===== src/rtl/iob_axis_s_axi_m_write_cmd.sv =====
// Splits a long word-count write request into bursts of at most 2^AXI_LEN_W words.
// Each burst is handed to a downstream AXIS-to-AXI write engine, one burst at a time.
module iob_axis_s_axi_m_write_cmd #(
  parameter int AXI_ADDR_W  = 32,
  parameter int AXI_LEN_W   = 8,
  parameter int TOTAL_LEN_W = 20
) (
  input  logic                   clk_i,
  input  logic                   cke_i,
  input  logic                   arst_n_i,
  input  logic                   start_i,
  input  logic [AXI_ADDR_W-1:0]  addr_i,
  input  logic [TOTAL_LEN_W-1:0] length_i,
  output logic                   busy_o,
  output logic                   done_o,
  output logic [TOTAL_LEN_W-1:0] burst_cnt_o,
  output logic                   w_start_transfer_o,
  output logic [AXI_ADDR_W-1:0]  w_addr_o,
  output logic [AXI_LEN_W:0]     w_length_o,
  input  logic                   w_busy_i
);

  localparam int MAX_BURST = 2 ** AXI_LEN_W;

  typedef enum logic [1:0] {IDLE, ISSUE, WAIT, FINISH} state_t;

  state_t                 state_q, state_d;
  logic [AXI_ADDR_W-1:0]  cur_addr_q, cur_addr_d;
  logic [TOTAL_LEN_W-1:0] remaining_q, remaining_d;
  logic [TOTAL_LEN_W-1:0] burst_cnt_q, burst_cnt_d;
  logic [AXI_ADDR_W-1:0]  w_addr_q, w_addr_d;
  logic [AXI_LEN_W:0]     w_length_q, w_length_d;

  function automatic logic [AXI_LEN_W:0] clip_len(input logic [TOTAL_LEN_W-1:0] n);
    if (n >= TOTAL_LEN_W'(MAX_BURST)) return (AXI_LEN_W+1)'(MAX_BURST);
    else return n[AXI_LEN_W:0];
  endfunction

  always_ff @(posedge clk_i or negedge arst_n_i) begin
    if (!arst_n_i) begin
      state_q     <= IDLE;
      cur_addr_q  <= '0;
      remaining_q <= '0;
      burst_cnt_q <= '0;
      w_addr_q    <= '0;
      w_length_q  <= '0;
    end else if (cke_i) begin
      state_q     <= state_d;
      cur_addr_q  <= cur_addr_d;
      remaining_q <= remaining_d;
      burst_cnt_q <= burst_cnt_d;
      w_addr_q    <= w_addr_d;
      w_length_q  <= w_length_d;
    end
  end

  // Burst address/length are loaded on entry to ISSUE so they are already valid with the pulse.
  always_comb begin
    state_d     = state_q;
    cur_addr_d  = cur_addr_q;
    remaining_d = remaining_q;
    burst_cnt_d = burst_cnt_q;
    w_addr_d    = w_addr_q;
    w_length_d  = w_length_q;
    case (state_q)
      IDLE: begin
        if (start_i) begin
          burst_cnt_d = '0;
          if (length_i != '0) begin
            cur_addr_d  = addr_i;
            remaining_d = length_i;
            w_addr_d    = addr_i;
            w_length_d  = clip_len(length_i);
            state_d     = ISSUE;
          end else begin
            state_d = FINISH;
          end
        end
      end
      ISSUE: begin
        cur_addr_d  = cur_addr_q + (AXI_ADDR_W'(w_length_q) << 2);
        remaining_d = remaining_q - TOTAL_LEN_W'(w_length_q);
        burst_cnt_d = burst_cnt_q + 1'b1;
        state_d     = WAIT;
      end
      WAIT: begin
        if (!w_busy_i) begin
          if (remaining_q != '0) begin
            w_addr_d   = cur_addr_q;
            w_length_d = clip_len(remaining_q);
            state_d    = ISSUE;
          end else begin
            state_d = FINISH;
          end
        end
      end
      FINISH:  state_d = IDLE;
      default: state_d = IDLE;
    endcase
  end

  assign busy_o             = (state_q != IDLE);
  assign done_o             = (state_q == FINISH);
  assign w_start_transfer_o = (state_q == ISSUE);
  assign burst_cnt_o        = burst_cnt_q;
  assign w_addr_o           = w_addr_q;
  assign w_length_o         = w_length_q;

endmodule


===== config.mk =====
export PLATFORM = sky130hd
export DESIGN_NAME = iob_axis_s_axi_m_write_cmd
export DESIGN_NICKNAME = d
export VERILOG_FILES = /design/src/rtl/iob_axis_s_axi_m_write_cmd.sv
export SDC_FILE = /design/constraint.sdc
export NUM_CORES = 1
export LEC_CHECK = 0
export CORE_MARGIN = 1
export CORE_UTILIZATION = 54
export DETAILED_ROUTE_END_ITERATION = 16
export HOLD_SLACK_MARGIN = 0.1
export PLACE_DENSITY = 0.86
export SYNTH_ARGS = -nofsm -noshare
export SYNTH_HDL_FRONTEND = slang
export SYNTH_SLANG_ARGS = --single-unit

===== constraint.sdc =====
create_clock -name clk_i -period 3.45 [get_ports clk_i]
set_input_delay 0.69 -clock clk_i [delete_from_list [all_inputs] [get_ports clk_i]]
set_output_delay 0.69 -clock clk_i [all_outputs]
set_load 0.02 [all_outputs]

# == Word level (Yosys, flattened, before mapping) ==
# Index checks and enable logic that the tools add are counted.
# op_classes
n_reduce_logical,10
magnitude_cmp,2
muxes,23
addsub,3
n_eq_ne,7
# op_table
operator,count
two-way mux 32 bit,4
one-hot mux 32 bit (2 select lines),2
one-hot mux 20 bit (2 select lines),2
two-way mux 20 bit,3
two-way mux 9 bit,6
">= comparator 20 x 9 -> 1 bit, second input constant",2
nonzero test 20 bit,2
adder 32 x 11 -> 32 bit,1
"adder 20 x 1 -> 20 bit, second input constant",1
subtractor 20 x 9 -> 20 bit,1
one-hot mux 9 bit (2 select lines),1
two-way mux 2 bit,4
"!= test 2 bit, second input constant",4
one-hot mux 2 bit (4 select lines),1
AND reduction 3 bit,2
AND reduction 6 bit,1
nonzero test 2 bit,3
"equality test 2 bit, second input constant",2
AND reduction 4 bit,1
"equality test 2 x 1 -> 1 bit, second input constant",1
logical NOT 2 bit,1
# totals
regBits,115
out_inout_bits,64

# == Depth between registers and ports, before layout ==
# Gate-level depths: netlist (run 1).
# depth
ltp_word,5
mapped_depth,10
mapped_depth_nobuf,10

# == Least setup slack after synthesis (run 1) ==
# OpenSTA, ideal clock, no wires.
# synth_path
kind,register to register
startpoint,register w_length_q[0] (netlist: w_length_o[0])
endpoint,register cur_addr_q[24]
path_stages_with_launch,10
t_arrival_ns,2.453
setup_time_ns,0.121
path_buffers,1
slack_ns,0.876
required_ns,3.329
period_less_slack_ns,2.574
cell_sequence,dfrtp_1 ha_1 fa_1 a21o_1 a221oi_4 a31oi_4 and4_4 buf_6 o21a_1 o22a_1
# synth_between
elab_chain_len,2
# synth_rtl
item,line_no,text
start: declaration,32,"logic [AXI_LEN_W:0] w_length_q, w_length_d;"
start signal: assignment,53,w_length_q <= w_length_d;
adder 32 x 11 -> 32 bit,81,cur_addr_d = cur_addr_q + (AXI_ADDR_W'(w_length_q) << 2);
one-hot mux 32 bit (2 select lines),65,case (state_q)
end signal: assignment,49,cur_addr_q <= cur_addr_d;
end: declaration,28,"logic [AXI_ADDR_W-1:0] cur_addr_q, cur_addr_d;"
# Every way passes these cells.
# A chain may end at the register's enable or synchronous reset.

# == Final worst setup path (run 1) ==
# layout_path
startpoint,register state_q[1]
endpoint,output port w_start_transfer_o
# layout_between
elab_chain_len,1
# layout_rtl
item,line_no,text
start: declaration,27,"state_t state_q, state_d;"
start signal: assignment,48,state_q <= state_d;
equality test 2 x 1 -> 1 bit,104,assign w_start_transfer_o = (state_q == ISSUE);
end: declaration,17,"output logic w_start_transfer_o,"
# Every way passes these cells.

==> results.py, run 1 <==
metrics = {
    "setup_path": {
        "r2r_setup_slack_ns": 0.73,
        "crit_required_ns": 2.76,
        "crit_end": "w_start_transfer_o",
        "cp-startpoint": "state_q[1]",
        "critical_path_arrival_ns": 2.09,
        "rr_endpoint": "remaining_q[14]",
        "path_class": "reg2out",
        "r2r-start": "remaining_q[0]",
        "reg2reg_depth": 10,
        "crit_path_end_kind": "output pin",
        "start_kind": "flop",
        "cp_max_fo": 17,
    },
    "detailed_routing": {
        "drtIter0Drc": 589,
        "wl_um": 19000,
        "ant_nets": 0,
        "avgRoutedWirePerCell_um": 18.1,
        "drc": 0,
        "drt_pass1_iterations": 5,
        "avgViaCountPerCell": 6.12,
        "dr_total_vias": 6434,
    },
    "clock_tree": {
        "clock_path_buffers": 2,
        "post_cts_resized": 0,
        "root_buffer": "clkbuf_16",
        "htreeDepth": 4,
        "clkTransAtPathRegs_ns": 0.06,
        "cts_inserted_buffers": 17,
        "cts_setup_buffers": 0,
        "cts_hold_buf": 0,
        "insertion_delay_ns": 0.42,
        "clock-sinks": 115,
        "cts_tree": "built",
    },
    "sta": {
        "final-setup-viol-count": 0,
        "tightest_slew_ns": 0.958,
        "setup_tns_ns": 0,
        "rsz0062_at_grt": "no",
        "fin_crit_sh": 0.806,
        "slew_headroom": 0.361,
        "post-route-min-period_ns": 2.78,
        "clock_skew_ns": 0.00991,
        "finalMaxSlewViolations": 0,
        "max_freq_mhz": 360,
        "hold_viol_final": 0,
        "timing.hold.ws_ns": 0.424,
        "worst_slack_ns": 0.671,
    },
    "pwr": {
        "power.switching_mw": 3.83,
        "share_comb_of_total_power": 0.508,
        "clock_power_share": 0.208,
        "seq_power_share": 0.285,
        "power.leakage_nw": 3.59,
        "vdd_drop_max_mv": 0.510,
        "swShare": 0.430,
        "power_density_nw_per_um2": 1010,
        "p_int_mw": 5.07,
    },
    "global_route": {
        "overflow": 0,
        "antenna_found_initial": 0,
        "grt_max_degree": 73,
        "grtUsageTotal": 0.302,
        "grt_pass1_wl_um": 30600,
        "grt_pass1_vias": 6276,
    },
    "cells_and_area": {
        "nets": 948,
        "drive_gt1_frac": 0.0838,
        "area.growth.synth_to_final_pct": 29.4,
        "utilization": 0.725,
        "fillers": 860,
        "insertedDiodeCount": 0,
    },
    "placement": {
        "portBuffers": 120,
        "routabilityCongestion": 0.896,
        "dp_slack_ns": 0.553,
        "hpwl_um": 13000,
    },
    "synthesis": {
        "synthSimpleGateAreaFrac": 0.200,
        "synth_fa_ha_area_frac": 0.0409,
        "syn_area_sq_um": 6790,
        "postSynthCellCount": 756,
        "ys_ff_latch": 115,
        "ys_top_cells_by_area": "dfrtp_1 (42%), a21oi_1 (5.8%), nor2_1 (5.7%), mux2i_1 (5.0%), ha_1 (3.5%)",
        "synth_top_area_share": 0.424,
        "synthFlopType": "dfrtp_1",
        "synth_top_family_by_area": "compound AO/OA/AOI/OAI gates",
        "synth-seq-area-share": 0.424,
        "yosysTopAreaCell": "dfrtp_1",
        "yosysUniqueCellTypes": 69,
        "synth_mux_area_frac": 0.0535,
        "syn_avg_cell_area_sq_um": 8.98,
        "syn-num-nets": 834,
        "synth_xor_area_frac": 0.0387,
        "yosysWarningCount": 0,
        "synth_compound_area_frac": 0.207,
        "synth_edf_count": 0,
        "ys_async_sr_fraction": 1.00,
    },
    "floorplan": {
        "pin_count": 121,
        "die_h_um": 114,
        "coreArea_sq_um": 12100,
        "initial_core_util": 0.560,
        "die-area_sq_um": 13000,
        "die_w_um": 114,
        "placementRows": 40,
    },
    "hold_path": {
        "hold_path_class": "in2async",
    },
    "outcome": {
        "status": "finished clean",
    },
    "run": {
        "maxCapViolations": 0,
    },
}
[per-stage QoR]
| step | instances | power, mW | cell area (sq um) |
|---|---|---|---|
| 6_report | 1051 | 8.90 | 8780 |
| 5_1_grt | 1051 | 9.44 | 8780 |
| 4_1_cts | 1051 | 8.85 | 8780 |
| 3_3_place_gp | 1019 | 6.76 | 8170 |
| 3_5_place_dp | 1019 | 6.94 | 8170 |
| 2_1_floorplan | 756 | 5.51 | 6790 |
[metal layers]
layer / vias to the layer above / routed length, um / global-route usage
met5: - / 0 / 0
met4: 0 / 419 / 0.127
met3: 39 / 1410 / 0.0588
met1: 3086 / 7680 / 0.380
li1: 2987 / - / -
met2: 322 / 9490 / 0.509
[cells in the mapped netlist, types with 12 or more instances]
cell type	count
inv_1	16
nand2_1	62
a21oi_1	78
ha_1	19
buf_2	13
a22oi_1	12
nor3_1	17
nor4_1	13
a31oi_1	14
o21ai_0	37
dfrtp_1	115
mux2i_1	34
nand3_1	27
nor2_1	103
clkbuf_1	26
xor2_1	17
xnor2_1	13
[critical path, stage by stage (launching register included)]
cell and delay (ns):
dfrtp_1 0.46, nand2b_2 0.24, inv_2 0.28, clkdlybuf4s50_1 0.67
[registers in the layout (all words and copies together), names as in the netlist]
signal and flops:
remaining_q 20, w_length_o 9, w_addr_o 32, state_q 2, burst_cnt_o 20, cur_addr_q 32
[power groups by stage]
stage	clock, mW	combinational, mW	sequential, mW
final	1.85	4.52	2.53
after global routing	1.92	4.91	2.60
after CTS	1.86	4.48	2.51
after detailed placement	0	4.42	2.52
after global placement	0	4.28	2.48
after floorplan	0	2.86	2.65
[cells in the final DEF (no fill, tap or decap), types with 3 or more instances in the layout]
| cell type | instances |
|---|---|
| a2bb2oi_1 | 4 |
| o22a_1 | 5 |
| nand3_1 | 27 |
| ha_1 | 19 |
| o2bb2ai_1 | 5 |
| and3_1 | 11 |
| xor2_1 | 17 |
| buf_4 | 17 |
| and2_1 | 6 |
| or3_1 | 5 |
| nor3_1 | 17 |
| o2111ai_1 | 3 |
| o211ai_1 | 8 |
| mux2i_1 | 34 |
| bufinv_16 | 4 |
| o21ai_0 | 37 |
| a21oi_1 | 78 |
| nor4_1 | 13 |
| a311oi_1 | 5 |
| nand2_1 | 62 |
| dfrtp_1 | 115 |
| inv_1 | 16 |
| a211oi_1 | 6 |
| a31oi_1 | 14 |
| a22oi_1 | 12 |
| clkdlybuf4s50_1 | 119 |
| clkbuf_16 | 17 |
| nor2b_1 | 4 |
| o21a_1 | 5 |
| xnor2_1 | 13 |
| nand4_1 | 6 |
| o22ai_1 | 7 |
| nor2_1 | 103 |
| a21o_1 | 8 |
| clkinv_2 | 6 |
[logic make-up after synthesis]
group,after synthesis
adders and majority gates,21
DFF,115
xor gates and xnor gates,30
and+or+nand+nor,279
muxes,36
buffers and inverters,58
AOI/OAI and AO/OA,217
[area by class of cell]
class                   instances  area [sq um]  share of cell area
repair buffers                136          1320               0.150
clock buffers                  21           460              0.0524
multi-input cells             583          3690               0.421
inverters                      17          63.8             0.00726
well taps                     168           210              0.0239
clock inverters                11           158              0.0179
flip-flops and latches        115          2880               0.328
[worst min path at each step]
stage,from,end,depth (start not counted)
floorplan,arst_n_i,burst_cnt_o[0],0
global placement,cur_addr_q[1],cur_addr_q[1],1
detailed placement,cur_addr_q[1],cur_addr_q[1],1
CTS,arst_n_i,w_addr_o[9],1
global route,arst_n_i,cur_addr_q[12],1
finish,arst_n_i,cur_addr_q[12],1
No activity file was read; power rests on OpenSTA's default activity.
==> run 2, diff against run 1 <==
- CORE_UTILIZATION: 54 -> 48
- PLACE_DENSITY: 0.86 -> 0.81
- clock period: 3.45 -> 2.3 ns (I/O delays scaled with it)
==> run 2 against run 1 <==
The flow now finishes with violations (negative setup slack). Count of clock-buffer cells in the layout stayed put. Sequential power is 48% higher. Design area is 10% higher. Combinational power is 79% higher. Highest routed layer unchanged. Utilization is 2.7 points lower. Final cell count is 9.6% higher. Clock power is 63% higher. Critical path type is now reg2reg. Register-to-register slack worse by 0.86 ns. First-iteration DRC count is 3.7% lower. Sequential cell count stayed put. Global-route usage is 1.6 points lower. Hold slack better by 0.081 ns.
==> results.py, run 2 (synthesized netlist as in run 1, its figures left out) <==
metrics = {
    "global_route": {
        "overflow": 0,
        "grt_max_degree": 42,
        "antenna_found_initial": 0,
        "grt_pass1_vias": 6450,
        "grtUsageTotal": 0.286,
        "grt_pass1_wl_um": 32400,
    },
    "detailed_routing": {
        "avgViaCountPerCell": 5.87,
        "drtIter0Drc": 567,
        "ant_nets": 0,
        "avgRoutedWirePerCell_um": 17.4,
        "dr_total_vias": 6764,
        "drt_pass1_iterations": 5,
        "drc": 0,
        "wl_um": 20000,
    },
    "setup_path": {
        "r2r-start": "w_length_o[0]",
        "critical-path-max-stage-delay_ns": 0.44,
        "crit_chain": "ha_4 -> fa_2 -> a21o_1 -> a221oi_4 -> a31oi_4 -> and4_4 -> and3_4 -> a221oi_2",
        "start_kind": "flop",
        "crit_path_end_kind": "flop",
        "crit_required_ns": 2.63,
        "cp-startpoint": "w_length_o[0]",
        "path_class": "reg2reg",
        "rr_endpoint": "cur_addr_q[28]",
        "cp_max_fo": 7,
        "crit_end": "cur_addr_q[28]",
        "reg2reg_depth": 8,
        "cpMaxStageDelayCell": "dfrtp_2",
        "r2r_setup_slack_ns": -0.13,
        "critical_path_arrival_ns": 2.75,
    },
    "floorplan": {
        "placementRows": 43,
        "initial_core_util": 0.491,
        "die-area_sq_um": 14600,
        "die_w_um": 121,
        "coreArea_sq_um": 13800,
        "die_h_um": 121,
        "pin_count": 121,
    },
    "sta": {
        "clock_skew_ns": 0.00760,
        "fin_crit_sh": 1.05,
        "max_freq_mhz": 412,
        "timing.hold.ws_ns": 0.504,
        "worst_slack_ns": -0.126,
        "post-route-min-period_ns": 2.43,
        "setup_tns_ns": -1.00,
        "slew_headroom": 0.607,
        "finalMaxSlewViolations": 0,
        "final-setup-viol-count": 13,
        "tightest_slew_ns": 0.587,
        "hold_viol_final": 0,
        "rsz0062_at_grt": "yes",
    },
    "cells_and_area": {
        "stdcell_count": 1152,
        "design_area_sq_um": 9660,
        "nets": 1037,
        "area.growth.synth_to_final_pct": 42.3,
        "insertedDiodeCount": 0,
        "utilization": 0.698,
        "layout_common_cells": "clkdlybuf4s50_1 (118), dfrtp_1 (112), nor2_1 (102)",
        "final_common_cell": "clkdlybuf4s50_1",
        "drive_gt1_frac": 0.186,
    },
    "clock_tree": {
        "clkTransAtPathRegs_ns": 0.05,
        "root_buffer": "clkbuf_16",
        "cts_tree": "built",
        "cts_inserted_buffers": 17,
        "clock-sinks": 115,
        "htreeDepth": 4,
        "insertion_delay_ns": 0.42,
        "clock_path_buffers": 2,
    },
    "hold_path": {
        "hold_path_class": "reg2reg",
        "min_path_cells": 1,
    },
    "pwr": {
        "power_mw": 14.9,
        "power.leakage_nw": 4.08,
        "vdd_drop_max_mv": 0.762,
        "power_density_nw_per_um2": 1540,
    },
    "placement": {
        "dp.cells": 1111,
        "routabilityCongestion": 0.865,
        "dp_slack_ns": -0.221,
        "portBuffers": 120,
        "dpl_cell_area_sq_um": 8850,
        "hpwl_um": 13800,
    },
    "run": {
        "maxCapViolations": 0,
    },
    "outcome": {
        "status": "complete, but fails checks",
        "violations": "negative setup slack",
    },
}
run 2: changes by cell type in the layout (fill, tap and decap cells not counted), sizes merged:
cell,previous run,this run
dlygate4sd3,0,1
clkinv,6,5
clkinvlp,1,0
dlygate4sd2,0,1
clkdlybuf4s50,119,118
buf,17,105
bufinv,4,6
run 2: cell type report:
cell class	instances	area, sq um
fill	1024	4170
timing repair buffer	225	2030
multi-input combinational	583	3790
clock buffer	21	460
tap	180	225
clock inverter	11	205
inverter	17	63.8
sequential	115	2880
run 2: power breakdown:
| group | internal [mW] | switching (mW) | total (mW) |
|---|---|---|---|
| combinational | 3.77 | 4.34 | 8.11 |
| sequential | 2.88 | 0.869 | 3.75 |
| clock | 2.08 | 0.934 | 3.01 |
| total | 8.73 | 6.14 | 14.9 |
run 2: worst min-delay path by stage:
stage,start,endpoint,slack (ns)
4_1_cts,cur_addr_q[0],cur_addr_q[0],0.51
3_3_place_gp,arst_n_i,w_addr_o[2],0.48
3_5_place_dp,arst_n_i,w_addr_o[2],0.48
6_report,cur_addr_q[0],cur_addr_q[0],0.50
5_1_grt,cur_addr_q[0],cur_addr_q[0],0.52
2_1_floorplan,arst_n_i,burst_cnt_o[0],0.16
run 2: timing repair:
| action | 4_1_cts | 5_1_grt |
|---|---|---|
| hold buffers | 1 | 0 |
| resized for setup | 4 | 19 |
| pin swaps | 6 | 12 |
| endpoints found under the hold margin | 36 | 0 |
| setup endpoints to repair | 18 | 37 |
| setup buffers | 4 | 6 |
run 2: critical path: cells and delay by family, from the launching register on:
kind,cells,cell delay [ns]
simple gates,2,0.42
fa+ha+maj,2,0.52
flops,1,0.44
compound gates,4,0.96
run 2: per-layer routing:
| metal | vias to the layer above | track usage | wire, um |
|---|---|---|---|
| met5 | - | 0 | 0 |
| met4 | 0 | 0.100 | 436 |
| met3 | 42 | 0.0559 | 1360 |
| met2 | 307 | 0.473 | 9490 |
| met1 | 3240 | 0.373 | 8750 |
| li1 | 3175 | - | - |
==> run 3, diff against run 2 <==
- PLACE_DENSITY: 0.81 -> 0.77
- SETUP_SLACK_MARGIN: unset -> 0.02
- SLEW_MARGIN: unset -> 20
==> run 3 against run 2 <==
Critical path depth unchanged. Utilization decreased by 0.14 points. Critical path type unchanged. Count of clock-buffer cells in the layout increased by 2. The run still ends with negative setup slack left. Sequential share of layout area increased by 0.058 points. Die area unchanged. Design area decreased by 0.19%. Non-clock buffer count decreased by 10. Total power decreased by 2.0%.
==> results.py, run 3 (synthesized netlist as in run 1, its figures left out) <==
metrics = {
    "setup_path": {
        "critical-path-max-stage-delay_ns": 0.45,
        "path_class": "reg2reg",
        "cpMaxStageDelayCell": "dfrtp_2",
        "critical_path_arrival_ns": 2.72,
        "crit_required_ns": 2.61,
        "crit_chain": "ha_4 -> fa_2 -> a21o_1 -> a221oi_4 -> a31oi_4 -> and4_4 -> and3_4 -> a221oi_2",
        "critPathBufInv": 0,
        "worst-path-stages": 8,
        "reg2reg_depth": 8,
        "crit_path_end_kind": "flop",
        "start_kind": "flop",
        "cp_max_fo": 6,
        "path_delay_family": "compound AO/OA/AOI/OAI gates",
    },
    "cells_and_area": {
        "nets": 1027,
        "drive_gt1_frac": 0.180,
        "insertedDiodeCount": 0,
        "layout_common_cells": "clkdlybuf4s50_1 (118), dfrtp_1 (112), nor2_1 (101)",
        "area.growth.synth_to_final_pct": 42.0,
        "final_common_cell": "clkdlybuf4s50_1",
        "fillers": 1080,
    },
    "sta": {
        "final-setup-viol-count": 10,
        "rsz0062_at_grt": "yes",
        "worst_slack_ns": -0.108,
        "max_freq_mhz": 415,
        "tightest_slew_ns": 0.483,
        "slew_headroom": 0.675,
        "fin_crit_sh": 1.05,
        "finalMaxSlewViolations": 0,
        "hold_viol_final": 0,
        "post-route-min-period_ns": 2.41,
        "clock_skew_ns": 0.00723,
    },
    "floorplan": {
        "pin_count": 121,
        "placementRows": 43,
        "coreArea_sq_um": 13800,
        "die_h_um": 121,
        "die-area_sq_um": 14600,
        "die_w_um": 121,
        "initial_core_util": 0.491,
    },
    "global_route": {
        "grt_pass1_vias": 6282,
        "grtUsageTotal": 0.271,
        "antenna_found_initial": 0,
        "grt_pass1_wl_um": 31100,
        "grt_max_degree": 65,
        "overflow": 0,
    },
    "run": {
        "maxCapViolations": 0,
    },
    "pwr": {
        "power_mw": 14.6,
        "power.leakage_nw": 4.04,
        "vdd_drop_max_mv": 0.934,
        "power_density_nw_per_um2": 1510,
    },
    "placement": {
        "hpwl_um": 13200,
        "portBuffers": 120,
        "routabilityCongestion": 0.870,
        "dp_slack_ns": -0.239,
    },
    "clock_tree": {
        "clock_path_buffers": 2,
        "htreeDepth": 4,
        "clkTransAtPathRegs_ns": 0.05,
        "insertion_delay_ns": 0.42,
        "cts_inserted_buffers": 17,
        "cts_tree": "built",
        "clock-sinks": 115,
        "root_buffer": "clkbuf_16",
    },
    "hold_path": {
        "min_path_cells": 1,
        "hold_path_class": "reg2reg",
    },
    "outcome": {
        "status": "complete, but fails checks",
        "violations": "negative setup slack",
    },
    "detailed_routing": {
        "dr_total_vias": 6577,
        "drc": 0,
        "drtIter0Drc": 442,
        "wl_um": 19000,
        "ant_nets": 0,
        "drt_pass1_iterations": 5,
        "avgViaCountPerCell": 5.76,
        "avgRoutedWirePerCell_um": 16.6,
    },
}
-- run 3: cell types whose count changed in the layout (fill, tap and decap cells not counted), sizes merged --
cell | before | now
buf | 105 | 95
bufinv | 6 | 5
clkbuf | 21 | 23
clkinv | 5 | 4
-- run 3: final timing paths --
check                              start              to  slack [ns]
max reg2reg                w_length_o[0]  cur_addr_q[28]       -0.11
max                        w_length_o[0]  cur_addr_q[28]       -0.11
min                        cur_addr_q[1]   cur_addr_q[1]        0.51
min in group asynchronous       arst_n_i     w_addr_o[2]        0.59
max in group asynchronous       arst_n_i  cur_addr_q[20]        1.41
min reg2reg                cur_addr_q[1]   cur_addr_q[1]        0.51
-- run 3: where the power goes --
group | internal [mW] | switching [mW]
registers | 2.88 | 0.861
clock network | 2.03 | 0.948
logic | 3.66 | 4.20
total | 8.57 | 6.00
-- run 3: metal layers --
layer | GRT usage | part of all wire
met1 | 0.373 | 0.45
met2 | 0.423 | 0.47
met3 | 0.0587 | 0.059
met4 | 0.0941 | 0.018
met5 | 0 | 0
-- run 3: layout make-up --
type / count / area (sq um) / area share
clock buffer: 23 / 488 / 0.0506
inverter: 17 / 63.8 / 0.00662
sequential: 115 / 2880 / 0.299
timing repair buffer: 215 / 2000 / 0.208
tap: 180 / 225 / 0.0234
multi-input combinational: 583 / 3810 / 0.395
clock inverter: 9 / 174 / 0.0180
-- run 3: what timing repair did --
action                                  CTS  global route
gates resized for setup                   7            14
hold buffers                              1             0
pin swaps                                 2             4
endpoints found under the setup margin   21            33
setup buffers                             0             4
endpoints found under the hold margin   115             0
-- run 3: per-stage QoR --
step	instances	area (sq um)	TNS [ns]	util	hold WS (ns)
after floorplan	756	6820	-0.317	-	0.164
after global placement	1105	8860	-9.59	0.640	0.490
after detailed placement	1105	8860	-13.58	0.640	0.497
after CTS	1138	9550	-0.257	0.691	0.509
after global routing	1142	9640	-1.53	0.697	0.531
final	1142	9640	-0.560	0.697	0.509
